**src/rtl/reg_writeback_if.sv**
```systemverilog
// Write-back bundle between the MEM/ID pipeline side and the register-file write master.
interface reg_writeback_if #(
    parameter int unsigned DW = 32,
    parameter int unsigned AW = 5
);
    logic               mem_valid;
    logic               mem_regWrite;
    logic               mem_memToReg;
    logic [AW-1:0]      mem_writeReg;
    logic [DW-1:0]      mem_aluResult;
    logic [DW-1:0]      mem_readData;
    logic               flush;
    logic               iss_valid;
    logic [AW-1:0]      iss_reg;
    logic               cxl_valid;
    logic [AW-1:0]      cxl_reg;
    logic               regWrite;
    logic [AW-1:0]      writeReg;
    logic [DW-1:0]      writeData;
    logic [2**AW-1:0]   busy;
    logic               sb_err;
    logic               fwd_valid;
    logic [AW-1:0]      fwd_reg;
    logic [DW-1:0]      fwd_data;

    modport master (
        output mem_valid, mem_regWrite, mem_memToReg, mem_writeReg, mem_aluResult,
        output mem_readData, flush, iss_valid, iss_reg, cxl_valid, cxl_reg,
        input  regWrite, writeReg, writeData, busy, sb_err, fwd_valid, fwd_reg, fwd_data
    );

    modport slave (
        input  mem_valid, mem_regWrite, mem_memToReg, mem_writeReg, mem_aluResult,
        input  mem_readData, flush, iss_valid, iss_reg, cxl_valid, cxl_reg,
        output regWrite, writeReg, writeData, busy, sb_err, fwd_valid, fwd_reg, fwd_data
    );
endinterface

```
**src/rtl/reg_writeback.sv**
```systemverilog
// MEM/WB pipeline register, write-back mux and per-register pending-write scoreboard.
// Optional WB->EX forwarding tap is built only when WB_FWD_EN is defined.
module reg_writeback #(
    parameter int unsigned DW   = 32,
    parameter int unsigned AW   = 5,
    parameter int unsigned CNTW = 2
) (
    input logic            clk,
    input logic            rst,
    reg_writeback_if.slave bus
);
    localparam int unsigned NR = 2**AW;
    // Counter math is done with a +2 bias so a double decrement never wraps.
    localparam int unsigned SW = CNTW + 2;
    localparam logic [SW-1:0] Bias   = SW'(2);
    localparam logic [SW-1:0] CntMax = SW'((2**CNTW) - 1);

    logic            wb_valid_q;
    logic            wb_reg_write_q;
    logic            wb_mem_to_reg_q;
    logic [AW-1:0]   wb_write_reg_q;
    logic [DW-1:0]   wb_alu_q;
    logic [DW-1:0]   wb_read_q;

    logic [CNTW-1:0] cnt_q [NR];
    logic [CNTW-1:0] cnt_d [NR];
    logic            err_q, err_d;

    logic            reg_write;
    logic            inc, dec_w, dec_c;
    logic [SW-1:0]   net;

    // MEM/WB capture; flush kills validity, bubbles keep the old data fields.
    always_ff @(posedge clk or negedge rst) begin
        if (!rst) begin
            wb_valid_q      <= 1'b0;
            wb_reg_write_q  <= 1'b0;
            wb_mem_to_reg_q <= 1'b0;
            wb_write_reg_q  <= '0;
            wb_alu_q        <= '0;
            wb_read_q       <= '0;
        end else if (bus.flush) begin
            wb_valid_q <= 1'b0;
        end else begin
            wb_valid_q <= bus.mem_valid;
            if (bus.mem_valid) begin
                wb_reg_write_q  <= bus.mem_regWrite;
                wb_mem_to_reg_q <= bus.mem_memToReg;
                wb_write_reg_q  <= bus.mem_writeReg;
                wb_alu_q        <= bus.mem_aluResult;
                wb_read_q       <= bus.mem_readData;
            end
        end
    end

    // Register-file write port; address and data are zeroed when not writing.
    always_comb begin
        reg_write     = wb_valid_q && wb_reg_write_q && (wb_write_reg_q != '0);
        bus.regWrite  = reg_write;
        bus.writeReg  = reg_write ? wb_write_reg_q : '0;
        bus.writeData = '0;
        if (reg_write) begin
            bus.writeData = wb_mem_to_reg_q ? wb_read_q : wb_alu_q;
        end
    end

    // Net scoreboard update per register with saturate/clamp and sticky error.
    always_comb begin
        err_d = err_q;
        inc   = 1'b0;
        dec_w = 1'b0;
        dec_c = 1'b0;
        net   = '0;
        for (int r = 0; r < NR; r++) begin
            inc   = bus.iss_valid && (bus.iss_reg == AW'(r));
            dec_w = reg_write && (wb_write_reg_q == AW'(r));
            dec_c = bus.cxl_valid && (bus.cxl_reg == AW'(r));
            net   = {2'b00, cnt_q[r]} + Bias + {{(SW-1){1'b0}}, inc}
                    - {{(SW-1){1'b0}}, dec_w} - {{(SW-1){1'b0}}, dec_c};
            if (r == 0) begin
                cnt_d[r] = '0;
            end else if (net < Bias) begin
                cnt_d[r] = '0;
                err_d    = 1'b1;
            end else if (net > CntMax + Bias) begin
                cnt_d[r] = CNTW'(CntMax);
                err_d    = 1'b1;
            end else begin
                cnt_d[r] = CNTW'(net - Bias);
            end
        end
    end

    // Scoreboard state.
    always_ff @(posedge clk or negedge rst) begin
        if (!rst) begin
            for (int r = 0; r < NR; r++) begin
                cnt_q[r] <= '0;
            end
            err_q <= 1'b0;
        end else begin
            for (int r = 0; r < NR; r++) begin
                cnt_q[r] <= cnt_d[r];
            end
            err_q <= err_d;
        end
    end

    // Busy vector straight from the counter registers.
    always_comb begin
        bus.busy = '0;
        for (int r = 0; r < NR; r++) begin
            bus.busy[r] = (cnt_q[r] != '0);
        end
        bus.sb_err = err_q;
    end

`ifdef WB_FWD_EN
    assign bus.fwd_valid = bus.regWrite;
    assign bus.fwd_reg   = bus.writeReg;
    assign bus.fwd_data  = bus.writeData;
`else
    assign bus.fwd_valid = 1'b0;
    assign bus.fwd_reg   = '0;
    assign bus.fwd_data  = '0;
`endif

endmodule

```
**src/flat_wrapper.sv**
```systemverilog
// flat-port wrapper written by rule: the top's interface ports become plain ports
module reg_writeback_flat 
#(
    parameter int unsigned DW   = 32,
    parameter int unsigned AW   = 5,
    parameter int unsigned CNTW = 2
)
  (clk, rst, bus_mem_valid, bus_mem_regWrite, bus_mem_memToReg, bus_mem_writeReg, bus_mem_aluResult, bus_mem_readData, bus_flush, bus_iss_valid, bus_iss_reg, bus_cxl_valid, bus_cxl_reg, bus_regWrite, bus_writeReg, bus_writeData, bus_busy, bus_sb_err, bus_fwd_valid, bus_fwd_reg, bus_fwd_data);
  reg_writeback_if #(.DW(DW), .AW(AW)) bus_i ();
  input logic clk;
  input logic rst;
  input wire logic [$bits(bus_i.mem_valid)-1:0] bus_mem_valid;
  input wire logic [$bits(bus_i.mem_regWrite)-1:0] bus_mem_regWrite;
  input wire logic [$bits(bus_i.mem_memToReg)-1:0] bus_mem_memToReg;
  input wire logic [$bits(bus_i.mem_writeReg)-1:0] bus_mem_writeReg;
  input wire logic [$bits(bus_i.mem_aluResult)-1:0] bus_mem_aluResult;
  input wire logic [$bits(bus_i.mem_readData)-1:0] bus_mem_readData;
  input wire logic [$bits(bus_i.flush)-1:0] bus_flush;
  input wire logic [$bits(bus_i.iss_valid)-1:0] bus_iss_valid;
  input wire logic [$bits(bus_i.iss_reg)-1:0] bus_iss_reg;
  input wire logic [$bits(bus_i.cxl_valid)-1:0] bus_cxl_valid;
  input wire logic [$bits(bus_i.cxl_reg)-1:0] bus_cxl_reg;
  output wire logic [$bits(bus_i.regWrite)-1:0] bus_regWrite;
  output wire logic [$bits(bus_i.writeReg)-1:0] bus_writeReg;
  output wire logic [$bits(bus_i.writeData)-1:0] bus_writeData;
  output wire logic [$bits(bus_i.busy)-1:0] bus_busy;
  output wire logic [$bits(bus_i.sb_err)-1:0] bus_sb_err;
  output wire logic [$bits(bus_i.fwd_valid)-1:0] bus_fwd_valid;
  output wire logic [$bits(bus_i.fwd_reg)-1:0] bus_fwd_reg;
  output wire logic [$bits(bus_i.fwd_data)-1:0] bus_fwd_data;
  assign bus_i.mem_valid = bus_mem_valid;
  assign bus_i.mem_regWrite = bus_mem_regWrite;
  assign bus_i.mem_memToReg = bus_mem_memToReg;
  assign bus_i.mem_writeReg = bus_mem_writeReg;
  assign bus_i.mem_aluResult = bus_mem_aluResult;
  assign bus_i.mem_readData = bus_mem_readData;
  assign bus_i.flush = bus_flush;
  assign bus_i.iss_valid = bus_iss_valid;
  assign bus_i.iss_reg = bus_iss_reg;
  assign bus_i.cxl_valid = bus_cxl_valid;
  assign bus_i.cxl_reg = bus_cxl_reg;
  assign bus_regWrite = bus_i.regWrite;
  assign bus_writeReg = bus_i.writeReg;
  assign bus_writeData = bus_i.writeData;
  assign bus_busy = bus_i.busy;
  assign bus_sb_err = bus_i.sb_err;
  assign bus_fwd_valid = bus_i.fwd_valid;
  assign bus_fwd_reg = bus_i.fwd_reg;
  assign bus_fwd_data = bus_i.fwd_data;
  reg_writeback #(.DW(DW), .AW(AW), .CNTW(CNTW)) u_core (.clk(clk), .rst(rst), .bus(bus_i));
endmodule
```
**config.mk**
```make
export PLATFORM = sky130hd
export DESIGN_NAME = reg_writeback_flat
export DESIGN_NICKNAME = d
export VERILOG_FILES = /design/src/rtl/reg_writeback_if.sv /design/src/rtl/reg_writeback.sv /design/src/flat_wrapper.sv
export SDC_FILE = /design/constraint.sdc
export NUM_CORES = 1
export LEC_CHECK = 0
export ABC_AREA = 1
export ABC_CLOCK_PERIOD_IN_PS = 4400
export CORE_MARGIN = 3
export CORE_UTILIZATION = 48
export CTS_CLUSTER_DIAMETER = 80
export DETAILED_ROUTE_END_ITERATION = 10
export GPL_TIMING_DRIVEN = 0
export PLACE_DENSITY = 0.75
export SETUP_SLACK_MARGIN = 0.3
export SYNTH_ARGS = -nofsm -noshare
export SYNTH_HDL_FRONTEND = slang
export SYNTH_SLANG_ARGS = --single-unit
export TNS_END_PERCENT = 30
```
**constraint.sdc**
```tcl
create_clock -name clk -period 4.4 [get_ports clk]
set_input_delay 0.44 -clock clk [delete_from_list [all_inputs] [get_ports clk]]
set_output_delay 0.44 -clock clk [all_outputs]
set_load 0.02 [all_outputs]
```
== Yosys cells after proc, flatten, opt, wreduce, memory -nomap -nowiden ==
Index checks and enable logic that the tools add are counted.

* Shifts and indexed selects: 0
* Equality and inequality tests: 93
* Mux-type cells: 128
* $mul: 0
* Order comparisons: 62
* Bitwise operators: 1
* Reductions and logical operators: 129
* Divide/modulo/power cells: 0
* Add/sub/neg operators: 155

{| class="wikitable"
|+ Operator list
! operator !! count
|-
| $sub A4 B1 Y4 || 62
|-
| $eq A5 B5 Y1 const B || 48
|-
| $add A4 B1 Y4 || 31
|-
| $gt A4 B3 Y1 const B || 31
|-
| $lt A4 B2 Y1 const B || 31
|-
| $mux W2 || 62
|-
| $eq A5 B4 Y1 const B || 24
|-
| $logic_and A1 B1 Y1 || 95
|-
| $add A2 B2 Y3 const B || 31
|-
| $mux W32 || 2
|-
| $mux W1 || 63
|-
| $reduce_bool A2 Y1 || 31
|-
| $reduce_bool A62 Y1 || 1
|-
| $sub A2 B2 Y2 const B || 31
|-
| $eq A5 B3 Y1 const B || 12
|-
| $eq A5 B2 Y1 const B || 6
|-
| $eq A5 B1 Y1 const B || 3
|-
| $mux W5 || 1
|-
| $reduce_bool A5 Y1 || 1
|-
| $reduce_and A2 Y1 || 1
|-
| $not A1 Y1 || 1
|}

* Memories: 0
* Bits in read-only memories: 0
* Latch bits: 0
* Word-level logic and storage cells: 606
* Memory bits (writable): 0
* Bits in registers: 135
* Output and inout bits: 109

== Longest topological paths before layout ==
Gate-level depths: netlist (run 1).

* Depth after elaboration: 68
* Gate-level depth with buffers: 25
* Gate-level depth less buffers: 24

== Worst setup path after synthesis (run 1) ==
Ideal clock, no wire load.

* Path kind: flip-flop to flip-flop
* Start point: register u_core.wb_write_reg_q[3]
* End point: register u_core.err_q (netlist: u_core.bus.sb_err)
* Path slack: 1.216 ns
* Period minus slack after synthesis: 3.184 ns
* Data arrival time: 3.059 ns
* Stages on the path, launching flop included: 22
* Setup time: 0.125 ns
* Cells stage by stage: dfrtp_1 -> nor2_1 -> inv_2 -> nor2_4 -> inv_2 -> o21ai_4 -> inv_2 -> nand2_1 -> inv_2 -> buf_6 -> nand2_1 -> fa_1 -> ha_1 -> fa_1 -> o21ai_0 -> nand2_1 -> nand2_1 -> nand2_1 -> nor2_1 -> nand2_1 -> nor2_1 -> nand3_1

* Cells in the longest elaborated chain, start to end: 67
* Elaborated cells on any way between the ends: 250
* Those cells by class: add/sub: 62; order compare: 62; eq/ne: 31; mux: 61; reduce/logical: 34

{| class="wikitable"
|+ Ends and longest elaborated chain
! what !! line !! text
|-
| from (decl) || reg_writeback.sv:21 || <nowiki>logic [AW-1:0] wb_write_reg_q;</nowiki>
|-
| from (signal assigned) || reg_writeback.sv:49 || <nowiki>wb_write_reg_q <= bus.mem_writeReg;</nowiki>
|-
| $reduce_bool A5 Y1 * || reg_writeback.sv:58 || <nowiki>reg_write = wb_valid_q && wb_reg_write_q && (wb_write_reg_q != '0);</nowiki>
|-
| $logic_and A1 B1 Y1 * || reg_writeback.sv:58 ||
|-
| net bus_regWrite || flat_wrapper.sv:23 || <nowiki>output wire logic [$bits(bus_i.regWrite)-1:0] bus_regWrite;</nowiki>
|-
| $logic_and A1 B1 Y1 || reg_writeback.sv:76 || <nowiki>dec_w = reg_write && (wb_write_reg_q == AW'(r));</nowiki>
|-
| $sub A4 B1 Y4 (2 in series) || reg_writeback.sv:79 || <nowiki>- {{(SW-1){1'b0}}, dec_w} - {{(SW-1){1'b0}}, dec_c};</nowiki>
|-
| $lt A4 B2 Y1 || reg_writeback.sv:82 || <nowiki>end else if (net < Bias) begin</nowiki>
|-
| $mux W1 || reg_writeback.sv:82 ||
|-
| $mux W1 || reg_writeback.sv:85 || <nowiki>end else if (net > CntMax + Bias) begin</nowiki>
|-
| [51 not listed] || n/a ||
|-
| $mux W1 || reg_writeback.sv:85 ||
|-
| $mux W1 || reg_writeback.sv:82 ||
|-
| $mux W1 || reg_writeback.sv:85 ||
|-
| $mux W1 || reg_writeback.sv:82 ||
|-
| $mux W1 || reg_writeback.sv:85 ||
|-
| $mux W1 || reg_writeback.sv:82 ||
|-
| $mux W1 || reg_writeback.sv:85 ||
|-
| $mux W1 || reg_writeback.sv:82 ||
|-
| to (signal assigned) || reg_writeback.sv:105 || <nowiki>err_q <= err_d;</nowiki>
|-
| to (decl) || reg_writeback.sv:27 || <nowiki>logic err_q, err_d;</nowiki>
|}

Mark *: on every way through the listed nets, which the timed path passes. The rest lies on a longest branch.
A chain may end at the register's enable or synchronous reset.

== Worst setup path after layout (run 1) ==
* Start point: register u_core.wb_write_reg_q[4]
* End point: register u_core.err_q (netlist: u_core.bus.sb_err)

* Cells in the longest elaborated chain, start to end: 67
* Elaborated cells on any way between the ends: 250
* Those cells by class: add/sub: 62; order compare: 62; eq/ne: 31; mux: 61; reduce/logical: 34

{| class="wikitable"
|+ Ends and longest elaborated chain
! what !! line
|-
| $reduce_bool A5 Y1 || reg_writeback.sv:58
|-
| $logic_and A1 B1 Y1 || reg_writeback.sv:58
|-
| $logic_and A1 B1 Y1 || reg_writeback.sv:76
|-
| $sub A4 B1 Y4 (2 in series) || reg_writeback.sv:79
|-
| $lt A4 B2 Y1 || reg_writeback.sv:82
|-
| $mux W1 || reg_writeback.sv:82
|-
| $mux W1 || reg_writeback.sv:85
|-
| $mux W1 || reg_writeback.sv:82
|-
| [50 not listed] || n/a
|-
| $mux W1 || reg_writeback.sv:85
|-
| $mux W1 || reg_writeback.sv:82
|-
| $mux W1 || reg_writeback.sv:85
|-
| $mux W1 || reg_writeback.sv:82
|-
| $mux W1 || reg_writeback.sv:85
|-
| $mux W1 || reg_writeback.sv:82
|-
| $mux W1 || reg_writeback.sv:85
|-
| $mux W1 || reg_writeback.sv:82
|}

Several ways; a longest one is shown, not always the timed one.

==> results of run 1 <==
-- cell families after synthesis --
group / share of synthesized area (%)
AND/OR/NAND/NOR: 24.54
buffers and inverters: 9.745
adder cells (fa/ha/maj): 28.74
flip-flops: 30.53
AO/OA/AOI/OAI: 6.410
other: 0.03388
-- area by class of cell --
cell class / count / area [sq um]
Buffer: 70 / 425.4
Clock buffer: 17 / 425.4
Clock inverter: 15 / 150.1
Fill cell: 2003 / 8503
Inverter: 174 / 653.1
Multi-Input combinational cell: 1069 / 6753
Sequential cell: 135 / 3378
Tap cell: 280 / 350.3
Timing Repair Buffer: 157 / 1590
-- power groups by stage --
stage          clock network [mW]  logic (mW)  registers (mW)
2_1_floorplan                   0        2.24            1.94
3_3_place_gp                    0        3.06            2.01
3_5_place_dp                    0        3.17            2.02
4_1_cts                      1.44        3.19            2.00
5_1_grt                      1.50        3.61            2.08
6_report                     1.42        3.17            2.00
-- per-layer routing --
metal,GRT usage (%),vias to the layer above,wire length (microns)
li1,-,4676,-
met1,28.13,4282,11390
met2,37.76,321,12970
met3,5.385,42,1953
met4,7.025,0,525
met5,0,-,0
-- sequential cells by signal (all words and copies together) (netlist names) --
name and cells:
u_core.wb_mem_to_reg_q 1, u_core.wb_read_q 32, u_core.wb_write_reg_q 5, u_core.wb_reg_write_q 1
u_core.bus.sb_err 1, u_core.wb_alu_q 32, u_core.wb_valid_q 1, u_core.cnt_q 62
-- stage by stage --
stage	hold WS [ps]	TNS [ps]	util, %
after floorplan	144.4	0	-
after global placement	453.0	-362580	59.03
after detailed placement	458.7	0	59.16
after CTS	19.62	0	61.75
after global routing	41.28	0	61.75
final	-12.72	0	61.75
-- layout by cell type (no fill, tap or decap), drive strengths merged --
master           n
a21o             2
a21oi           53
a22oi            4
buf             52
clkbuf          37
clkdlybuf4s50  155
clkinv           3
clkinvlp         1
conb            39
dfrtp          135
fa              62
ha             155
inv            185
nand2          509
nand3            6
nand3b           9
nor2           128
nor3             4
o21a             1
o21ai           22
o21bai           1
o22ai           42
or2             32
-- worst max path at each step --
stage | cells past startpoint | end | from
after detailed placement | 19 | u_core.bus.sb_err | bus_cxl_valid
after floorplan | 21 | u_core.bus.sb_err | u_core.wb_write_reg_q[3]
after global routing | 21 | u_core.bus.sb_err | u_core.wb_write_reg_q[1]
after CTS | 18 | u_core.bus.sb_err | u_core.wb_write_reg_q[4]
final | 18 | u_core.bus.sb_err | u_core.wb_write_reg_q[4]
after global placement | 1 | u_core.cnt_q[9] | rst
-- worst max-delay path: stages, from the launching register on --
cell	delay [ps]
dfrtp_1	390
inv_1	90
nor2_1	540
buf_2	360
nand2_1	120
fa_1	560
ha_1	190
inv_1	70
fa_1	390
inv_1	140
nand2_1	60
nand2_1	60
inv_1	40
a21oi_1	160
nand2_1	90
nor2_1	210
nand2_1	90
nor2_1	90
nand3_1	80
==> out/results.ini, run 1 <==
[yosys]
yosysMostFrequentCell = nand2_1
synth_ff_type = dfrtp_1
synth_largest_area_cell = dfrtp_1
syn_area_sq_um = 11070
synth-seq-area-share_pct = 30.53
ys_ff_latch = 135
synth.yosys.warnings = 0
avgSynthCellArea_sq_um = 7.849
synth_edf_count = 0
ys_top_cells_by_area = dfrtp_1 (31%), ha_1 (18%), nand2_1 (17%)
ys_types = 26
synth_top_area_share_pct = 30.53
async_flop_share_pct = 100.0
synth_common_cells = nand2_1 (509), inv_1 (170), ha_1 (155)
synthCells = 1410

[cts]
cts-hold-fix-buffers = 0
cts_setup_buffers = 0
cts_tree = built
root_buffer = clkbuf_16
insertion_delay_ps = 430
cts_made_buffers = 17
ctsResizeCount = 0
clk_path_buf_depth = 2
path_clk_slew_ps = 70
h-tree-depth = 4
clock-sinks = 135

[worst_setup_path]
endpoint_kind = flip-flop
reg2regPathDepth = 18
worstPathRequired_ps = 4710
reg2reg_from = u_core.wb_write_reg_q[4]
start_kind = flip-flop
crit_arrival_ps = 4170
critPathKind = reg2reg
crit_fanout = 10
ff2ff_setup_slack_ps = 540
rr_endpoint = u_core.bus.sb_err

[finish]
antenna_cells = 0
area_growth_pct = 24.03
drive_gt1_share_pct = 7.269
design_area_sq_um = 13730
fin_cells = 1917
nNetsFinal = 1928

[sta]
finClkSkew_ps = 8.908
setup_viol = 0
min_period_ps = 3858
fin_crit_sh_pct = 87.69
slew-limit-headroom_pct = 54.91
maxSlewViolCount = 0
hold_violations = 5
fmax_mhz = 259.2
worstMarginPinSlew_ps = 673.9
hold_ws_ps = -12.72
rsz0062_at_grt = false
timing.final.ws_setup_ps = 541.5

[worst_hold_path]
hold_class = in2async

[power]
power_frac_seq_pct = 30.3
power_per_cell_area_nw_per_um2 = 480.0
ir_drop_uv = 299.9
leakagePower_nw = 7.341
swShare_pct = 42.45
p_comb_share_pct = 48.1
p_sw_mw = 2.797
power.total_mw = 6.589
cell_internal_pwr_mw = 3.792
p_clk_share_pct = 21.6

[floorplan]
die_height_microns = 157.8
dieArea_sq_um = 24910
io_pins = 196
initial_core_util_pct = 49.79
die_w_microns = 157.8
rows = 54
coreArea_sq_um = 22230

[global_route]
track_usage_pct = 22.24
antenna_found_initial = 0
grt_pass1_vias = 9044
grt_max_degree = 70
gr-total-overflow = 0
grt_pass1_wl_microns = 43720

[placement]
placedCellCount = 1885
dp_slack_ps = 346.1
gp_congestion = 0.9128
portBuffers = 156
place_area_sq_um = 13150
hpwl_microns = 21680

[drt]
drc_errors = 0
ant_nets = 0
dr.first_iter.drc_count = 657
vias_per_cell = 4.862
wl_per_cell_microns = 14.00
routed_wl_microns = 26840
dr.pass1.iters = 5
vias = 9321

[status]
status = finished, violations left
violations = negative hold slack

[job]
cap_violations = 0

No activity file was read; power rests on OpenSTA's default activity.
==> run 2: changes to the inputs <==
--- a/config.mk
+++ b/config.mk
@@ -5,7 +5,6 @@
 export SDC_FILE = /design/constraint.sdc
 export NUM_CORES = 1
 export LEC_CHECK = 0
-export ABC_AREA = 1
 export ABC_CLOCK_PERIOD_IN_PS = 4400
 export CORE_MARGIN = 3
 export CORE_UTILIZATION = 48
==> out/results.ini, run 2 <==
[worst_hold_path]
hold_class = in2async

[cts]
clk_path_buf_depth = 2  ; unchanged
clock-sinks = 135  ; unchanged
root_buffer = clkbuf_16
insertion_delay_ps = 430  ; about the same
path_clk_slew_ps = 70  ; about the same
cts_made_buffers = 17  ; unchanged
h-tree-depth = 4  ; unchanged
cts_tree = built

[worst_setup_path]
path_buf_inv = 0  ; -5
endpoint_kind = flip-flop
worstPathRequired_ps = 4680  ; -30 ps
start_kind = flip-flop
slowest_stage = fa_1
critPathKind = reg2reg
crit_arrival_ps = 4130  ; -40 ps
cp_top_family = simple AND/OR/NAND/NOR gates
ff2ff_setup_slack_ps = 550  ; about the same
crit_fanout = 10  ; unchanged
worstPathCellList = nor2_2, nand2_1, nand3_4, nor3_4, nand2_1, fa_1, ha_1, fa_1, o22ai_1, nor2_1, and4_1, nand4_1, nor4_1, nand4_1
critPathMaxStageDelay_ps = 550  ; about the same

[sta]
finClkSkew_ps = 9.438  ; +0.5297 ps
maxSlewViolCount = 0  ; unchanged
hold_violations = 0  ; -5
worstMarginPinSlew_ps = 525.6  ; -148.3 ps
min_period_ps = 3850  ; -8.902 ps
rsz0062_at_grt = false
setup_viol = 0  ; unchanged
hold_ws_ps = 485.1  ; +497.8 ps
fin_crit_sh_pct = 87.49  ; -0.20 points
fmax_mhz = 259.8  ; +0.23%
slew-limit-headroom_pct = 64.59  ; +9.7 points

[status]
status = complete, no violations

[drt]
drc_errors = 0  ; unchanged
routed_wl_microns = 25190  ; -6.2%
dr.first_iter.drc_count = 383  ; -42%
vias = 7793  ; -16%
ant_nets = 0  ; unchanged
vias_per_cell = 5.237  ; +7.7%
dr.pass1.iters = 4  ; -1
wl_per_cell_microns = 16.93  ; +21%

[floorplan]
die_height_microns = 154.4  ; -2.2%
coreArea_sq_um = 21350  ; -3.9%
initial_core_util_pct = 49.49  ; -0.30 points
rows = 53  ; -1.9%
io_pins = 196  ; unchanged
dieArea_sq_um = 23830  ; -4.3%
die_w_microns = 154.4  ; -2.2%

[yosys]
synth_edf_count = 0  ; unchanged
synth_compound_area_share_pct = 6.903  ; +0.49 points
synthCells = 985  ; -30%
synthSimpleGateAreaFrac_pct = 14.99  ; -9.6 points
muxShareOfSynthArea_pct = 10.60  ; +11 points
async_flop_share_pct = 100.0  ; unchanged
yosysMostFrequentCell = ha_1
synth_top_family_by_area = adder cells
synthXorXnorAreaFrac_pct = 0.08288  ; +0.083 points
synth-seq-area-share_pct = 31.97  ; +1.4 points
synth.yosys.warnings = 0  ; unchanged
ys_types = 38  ; +46%
avgSynthCellArea_sq_um = 10.73  ; +37%
synth_top_area_share_pct = 31.97  ; +1.4 points
synth_common_cells = ha_1 (155), dfrtp_1 (135), nand2_1 (89)
synthAdderAreaFrac_pct = 30.10  ; +1.4 points
ys_top_cells_by_area = dfrtp_1 (32%), ha_1 (18%), fa_1 (12%)
syn_area_sq_um = 10570  ; -4.5%
synth_ff_type = dfrtp_1
ys_ff_latch = 135  ; unchanged
synth_largest_area_cell = dfrtp_1

[finish]
n_fill_cell = 1812  ; -9.5%
seq_area_sq_um = 3383  ; +0.15%
top_register = u_core.cnt_q
largest_register_ffs = 62  ; unchanged
drive_gt1_share_pct = 17.07  ; +9.8 points
fin_cells = 1488  ; -22%
mostFrequentLayoutCells = ha_1 (155), clkdlybuf4s50_1 (155), dfrtp_1 (131)
nNetsFinal = 1505  ; -22%
reg_top3 = u_core.cnt_q x62, u_core.wb_alu_q x32, u_core.wb_read_q x32
multiInputGateArea_sq_um = 6828  ; +1.1%
area_growth_pct = 26.21
antenna_cells = 0  ; unchanged

[placement]
placedCellCount = 1455  ; -23%
gp_congestion = 0.9013  ; -1.3%
hpwl_microns = 19990  ; -7.8%
portBuffers = 156  ; unchanged

[global_route]
grt_pass1_vias = 8144  ; -10%
antenna_found_initial = 0  ; unchanged
grt_max_degree = 95  ; +36%
track_usage_pct = 21.73  ; -0.51 points
gr-total-overflow = 0  ; unchanged
grt_pass1_wl_microns = 41290  ; -5.6%

[power]
power_per_cell_area_nw_per_um2 = 481.7  ; +0.35%
ir_drop_uv = 332.4  ; +11%
leakagePower_nw = 6.403  ; -13%

[job]
cap_violations = 0  ; unchanged

==> run 2: changes by cell type after synthesis, sizes merged, moves of 13 or more <==
cell   previous run  this run
o22ai            42        13
a21oi            53        40
nand2           509        89
o22a              0        29
nor2            128        88
nor3b             0        30
inv             174        36
and2              0        22
mux2              0        71
mux2i             0        32
==> run 2: cells by family (layout without fill, tap and decap cells) <==
| family | Yosys count | count (layout) |
|---|---|---|
| XOR/XNOR | 1 | 1 |
| AND/OR/NAND/NOR | 314 | 314 |
| other | 1 | 39 |
| buffers and inverters | 99 | 289 |
| flip-flops | 135 | 135 |
| multiplexers | 103 | 103 |
| AO/OA/AOI/OAI | 115 | 115 |
| adder cells (fa/ha/maj) | 217 | 217 |
==> run 2: final timing paths <==
| path | to | depth (start not counted) | start |
|---|---|---|---|
| max reg2reg | u_core.bus.sb_err | 14 | u_core.wb_write_reg_q[3] |
| max in group asynchronous | u_core.wb_write_reg_q[4] | 3 | rst |
| min reg2reg | u_core.wb_read_q[24] | 1 | u_core.wb_read_q[24] |
| max | u_core.bus.sb_err | 14 | u_core.wb_write_reg_q[3] |
| min | u_core.wb_read_q[29] | 2 | rst |
| min in group clk | u_core.wb_read_q[24] | 1 | u_core.wb_read_q[24] |
==> run 2: timing repair <==
item,4_1_cts,5_1_grt
buffers inserted,0,1
hold buffers,1,0
gates resized for setup,4,10
pin swaps,0,1
setup endpoints to repair,1,1
hold endpoints to repair,41,0
==> run 2: report_power, final <==
part | internal (mW) | total (mW) | switching, mW
combinational | 1.43 | 2.88 | 1.45
clock | 0.911 | 1.50 | 0.594
sequential | 1.63 | 2.04 | 0.409
total | 3.97 | 6.43 | 2.45
==> run 2: area by class of cell <==
| cell class | count | share of cell area, % |
|---|---|---|
| Sequential cell | 135 | 25.37 |
| Multi-Input combinational cell | 789 | 51.19 |
| Timing Repair Buffer | 159 | 12.05 |
| Clock inverter | 13 | 1.295 |
| Inverter | 36 | 1.013 |
| Clock buffer | 18 | 3.293 |
| Buffer | 63 | 3.208 |
| Tap cell | 275 | 2.580 |
==> run 2: per-stage QoR <==
step	power (mW)	util, %	setup slack [ps]	area [sq um]	TNS (ps)
CTS	6.445	62.24	304.7	13290	0
global placement	4.790	59.08	-2808	12620	-377330
global route	6.890	62.46	338.6	13340	0
finish	6.425	62.46	550.4	13340	0
floorplan	3.879	-	1148	10710	0
detailed placement	4.910	59.22	121.2	12640	0
==> run 2: worst register-to-register path, stage by stage, from the launching register on <==
cell,delay [ps]
dfrtp_1,440
nor2_2,140
nand2_1,120
nand3_4,230
nor3_4,330
nand2_1,140
fa_1,510
ha_1,220
fa_1,550
o22ai_1,110
nor2_1,240
and4_1,230
nand4_1,70
nor4_1,200
nand4_1,160
==> run 2: per-layer routing <==
metal	part of all wire [%]	up-vias	global-route usage (%)	routed length, microns
met5	0	-	0	0
met4	1.3	0	5.257	336
met3	11	27	8.394	2708
met2	47	296	35.88	11840
met1	41	3756	27.03	10300
li1	-	3714	-	-
==> run 3: changes to the inputs <==
--- a/config.mk
+++ b/config.mk
@@ -5,7 +5,7 @@
 export SDC_FILE = /design/constraint.sdc
 export NUM_CORES = 1
 export LEC_CHECK = 0
-export ABC_CLOCK_PERIOD_IN_PS = 4400
+export ABC_CLOCK_PERIOD_IN_PS = 4900
 export CORE_MARGIN = 3
 export CORE_UTILIZATION = 48
 export CTS_CLUSTER_DIAMETER = 80
==> constraint.sdc (replaced) <==
create_clock -name clk -period 4.9 [get_ports clk]
set_input_delay 0.49 -clock clk [delete_from_list [all_inputs] [get_ports clk]]
set_output_delay 0.49 -clock clk [all_outputs]
set_load 0.02 [all_outputs]
==> out/results.ini, run 3 (synthesis results as in run 2) <==
[status]
status = complete, no violations

[finish]
drive_gt1_share_pct = 16.17  ; -0.89 points
antenna_cells = 0  ; unchanged
top_register = u_core.cnt_q
nNetsFinal = 1504  ; -0.066%
n_fill_cell = 1826  ; +0.77%
area_growth_pct = 25.54
utilization_pct = 62.13  ; -0.33 points
largest_register_ffs = 62  ; unchanged
mostFrequentLayoutCells = ha_1 (155), clkdlybuf4s50_1 (155), dfrtp_1 (135)
reg_top3 = u_core.cnt_q x62, u_core.wb_alu_q x32, u_core.wb_read_q x32

[global_route]
grt_max_degree = 95  ; unchanged
grt_use_met2_pct = 35.88  ; unchanged
antenna_found_initial = 0  ; unchanged
grt_pass1_wl_microns = 41300  ; about the same
use_met3_pct = 8.394  ; unchanged
gr-usage-met1_pct = 27.04  ; about the same
top_usage_layer = met2
grt_pass1_vias = 8144  ; unchanged
gr-total-overflow = 0  ; unchanged
track_usage_pct = 21.74  ; about the same

[cts]
insertion_delay_ps = 430  ; about the same
ctsResizeCount = 0  ; -4
path_clk_slew_ps = 60  ; about the same
cts_setup_buffers = 0  ; unchanged
root_buffer = clkbuf_16
cts_made_buffers = 17  ; unchanged
clk_path_buf_depth = 2  ; unchanged
cts_tree = built
clock-sinks = 135  ; unchanged
h-tree-depth = 4  ; unchanged

[worst_setup_path]
slowest_stage = nor4_1
reg2reg_from = u_core.wb_write_reg_q[2]
endpoint_kind = flip-flop
path_buf_inv = 0  ; unchanged
cp_top_family = simple AND/OR/NAND/NOR gates
crit_top_cell = ha_1
crit_arrival_ps = 4480  ; +350 ps
worstPathCellList = nor2_1, nand2_1, nand3_4, nor4_2, nand2_1, fa_1, ha_1, ha_1, ha_1, a21oi_1, o21ai_0, nor4_1, and4_1, nand4_1
critPathMaxStageDelay_ps = 550  ; about the same
critPathKind = reg2reg
worstPathRequired_ps = 5170  ; +490 ps
crit_fanout = 10  ; unchanged
crit_path_start = u_core.wb_write_reg_q[2]
start_kind = flip-flop

[sta]
worstMarginPinSlew_ps = 640.7  ; +115.1 ps
maxSlewViolCount = 0  ; unchanged
fmax_mhz = 237.7  ; -8.5%
rsz0062_at_grt = false
min_period_ps = 4208  ; +358.0 ps
hold_ws_ps = 507.7  ; +22.60 ps
setup_viol = 0  ; unchanged
slew-limit-headroom_pct = 57.13  ; -7.5 points
hold_violations = 0  ; unchanged
fin_crit_sh_pct = 85.87  ; -1.6 points
finClkSkew_ps = 8.495  ; -0.9430 ps

[drt]
wl_per_cell_microns = 16.93  ; about the same
drc_errors = 0  ; unchanged
dr.pass1.iters = 5  ; +1
dr.first_iter.drc_count = 337  ; -12%
vias = 7829  ; +0.46%
routed_wl_microns = 25180  ; about the same
ant_nets = 0  ; unchanged
vias_per_cell = 5.265  ; +0.53%

[placement]
portBuffers = 156  ; unchanged
hpwl_microns = 19990  ; unchanged
gp_congestion = 0.9013  ; unchanged

[power]
p_comb_share_pct = 44.5  ; -0.3 points
p_clk_share_pct = 23.6  ; +0.2 points
ir_drop_uv = 295.3  ; -11%
leakagePower_nw = 6.378  ; -0.39%
cell_internal_pwr_mw = 3.550  ; -11%
power_per_cell_area_nw_per_um2 = 432.6  ; -10%
swShare_pct = 38.13  ; -0.065 points
p_sw_mw = 2.188  ; -11%
power_frac_seq_pct = 31.9  ; about the same

[worst_hold_path]
hold_class = reg2reg
min_from = u_core.wb_read_q[21]

[floorplan]
dieArea_sq_um = 23830  ; unchanged
die_w_microns = 154.4  ; unchanged
initial_core_util_pct = 49.49  ; unchanged
rows = 53  ; unchanged
io_pins = 196  ; unchanged
die_height_microns = 154.4  ; unchanged
coreArea_sq_um = 21350  ; unchanged

[job]
cap_violations = 0  ; unchanged

## run 3: power by group through the flow
stage,logic [mW],registers (mW),clock network [mW]
floorplan,1.72,1.76,0
global placement,2.47,1.83,0
detailed placement,2.56,1.85,0
CTS,2.57,1.84,1.37
global route,2.84,1.90,1.42
finish,2.55,1.83,1.35
## run 3: path summary, 6_finish.rpt
path                                   endpoint  slack (ps)  depth (start not counted)
setup / recovery              u_core.bus.sb_err         690                         14
hold reg to reg            u_core.wb_read_q[21]         510                          1
min in group asynchronous  u_core.wb_read_q[29]         530                          2
setup reg to reg              u_core.bus.sb_err         690                         14
hold / removal             u_core.wb_read_q[21]         510                          1
max in group asynchronous   u_core.wb_read_q[5]        3530                          3
## run 3: cell type report
type | count | area [sq um] | share of cell area, %
Inverter | 36 | 135.1 | 1.019
Timing Repair Buffer | 158 | 1600 | 12.06
Clock buffer | 18 | 439.2 | 3.310
Buffer | 63 | 427.9 | 3.225
Tap cell | 275 | 344.1 | 2.594
Multi-Input combinational cell | 789 | 6769 | 51.02
Sequential cell | 135 | 3378 | 25.46
Clock inverter | 13 | 172.7 | 1.302
## run 3: per-stage QoR
| stage | TNS [ps] | cell area (sq um) | power (mW) | setup WS (ps) | cells |
|---|---|---|---|---|---|
| after CTS | 0 | 13270 | 5.774 | 696.7 | 1487 |
| after global placement | -316580 | 12620 | 4.301 | -2358 | 1454 |
| after detailed placement | 0 | 12640 | 4.409 | 571.2 | 1455 |
| final | 0 | 13270 | 5.739 | 692.4 | 1487 |
| after global routing | 0 | 13270 | 6.157 | 430.1 | 1487 |
| after floorplan | 0 | 10710 | 3.483 | 1648 | 1023 |
## run 3: repair_timing
action / in CTS / in global routing
endpoints found under the setup margin: 0 / 0
endpoints found under the hold margin: 41 / 0
hold buffers: 1 / 0
## run 3: metal layers
metal  vias to the layer above  routed length (microns)
met4                         0                      354
met5                         -                        0
met2                       293                    11810
li1                       3713                        -
met1                      3792                    10390
met3                        31                     2618
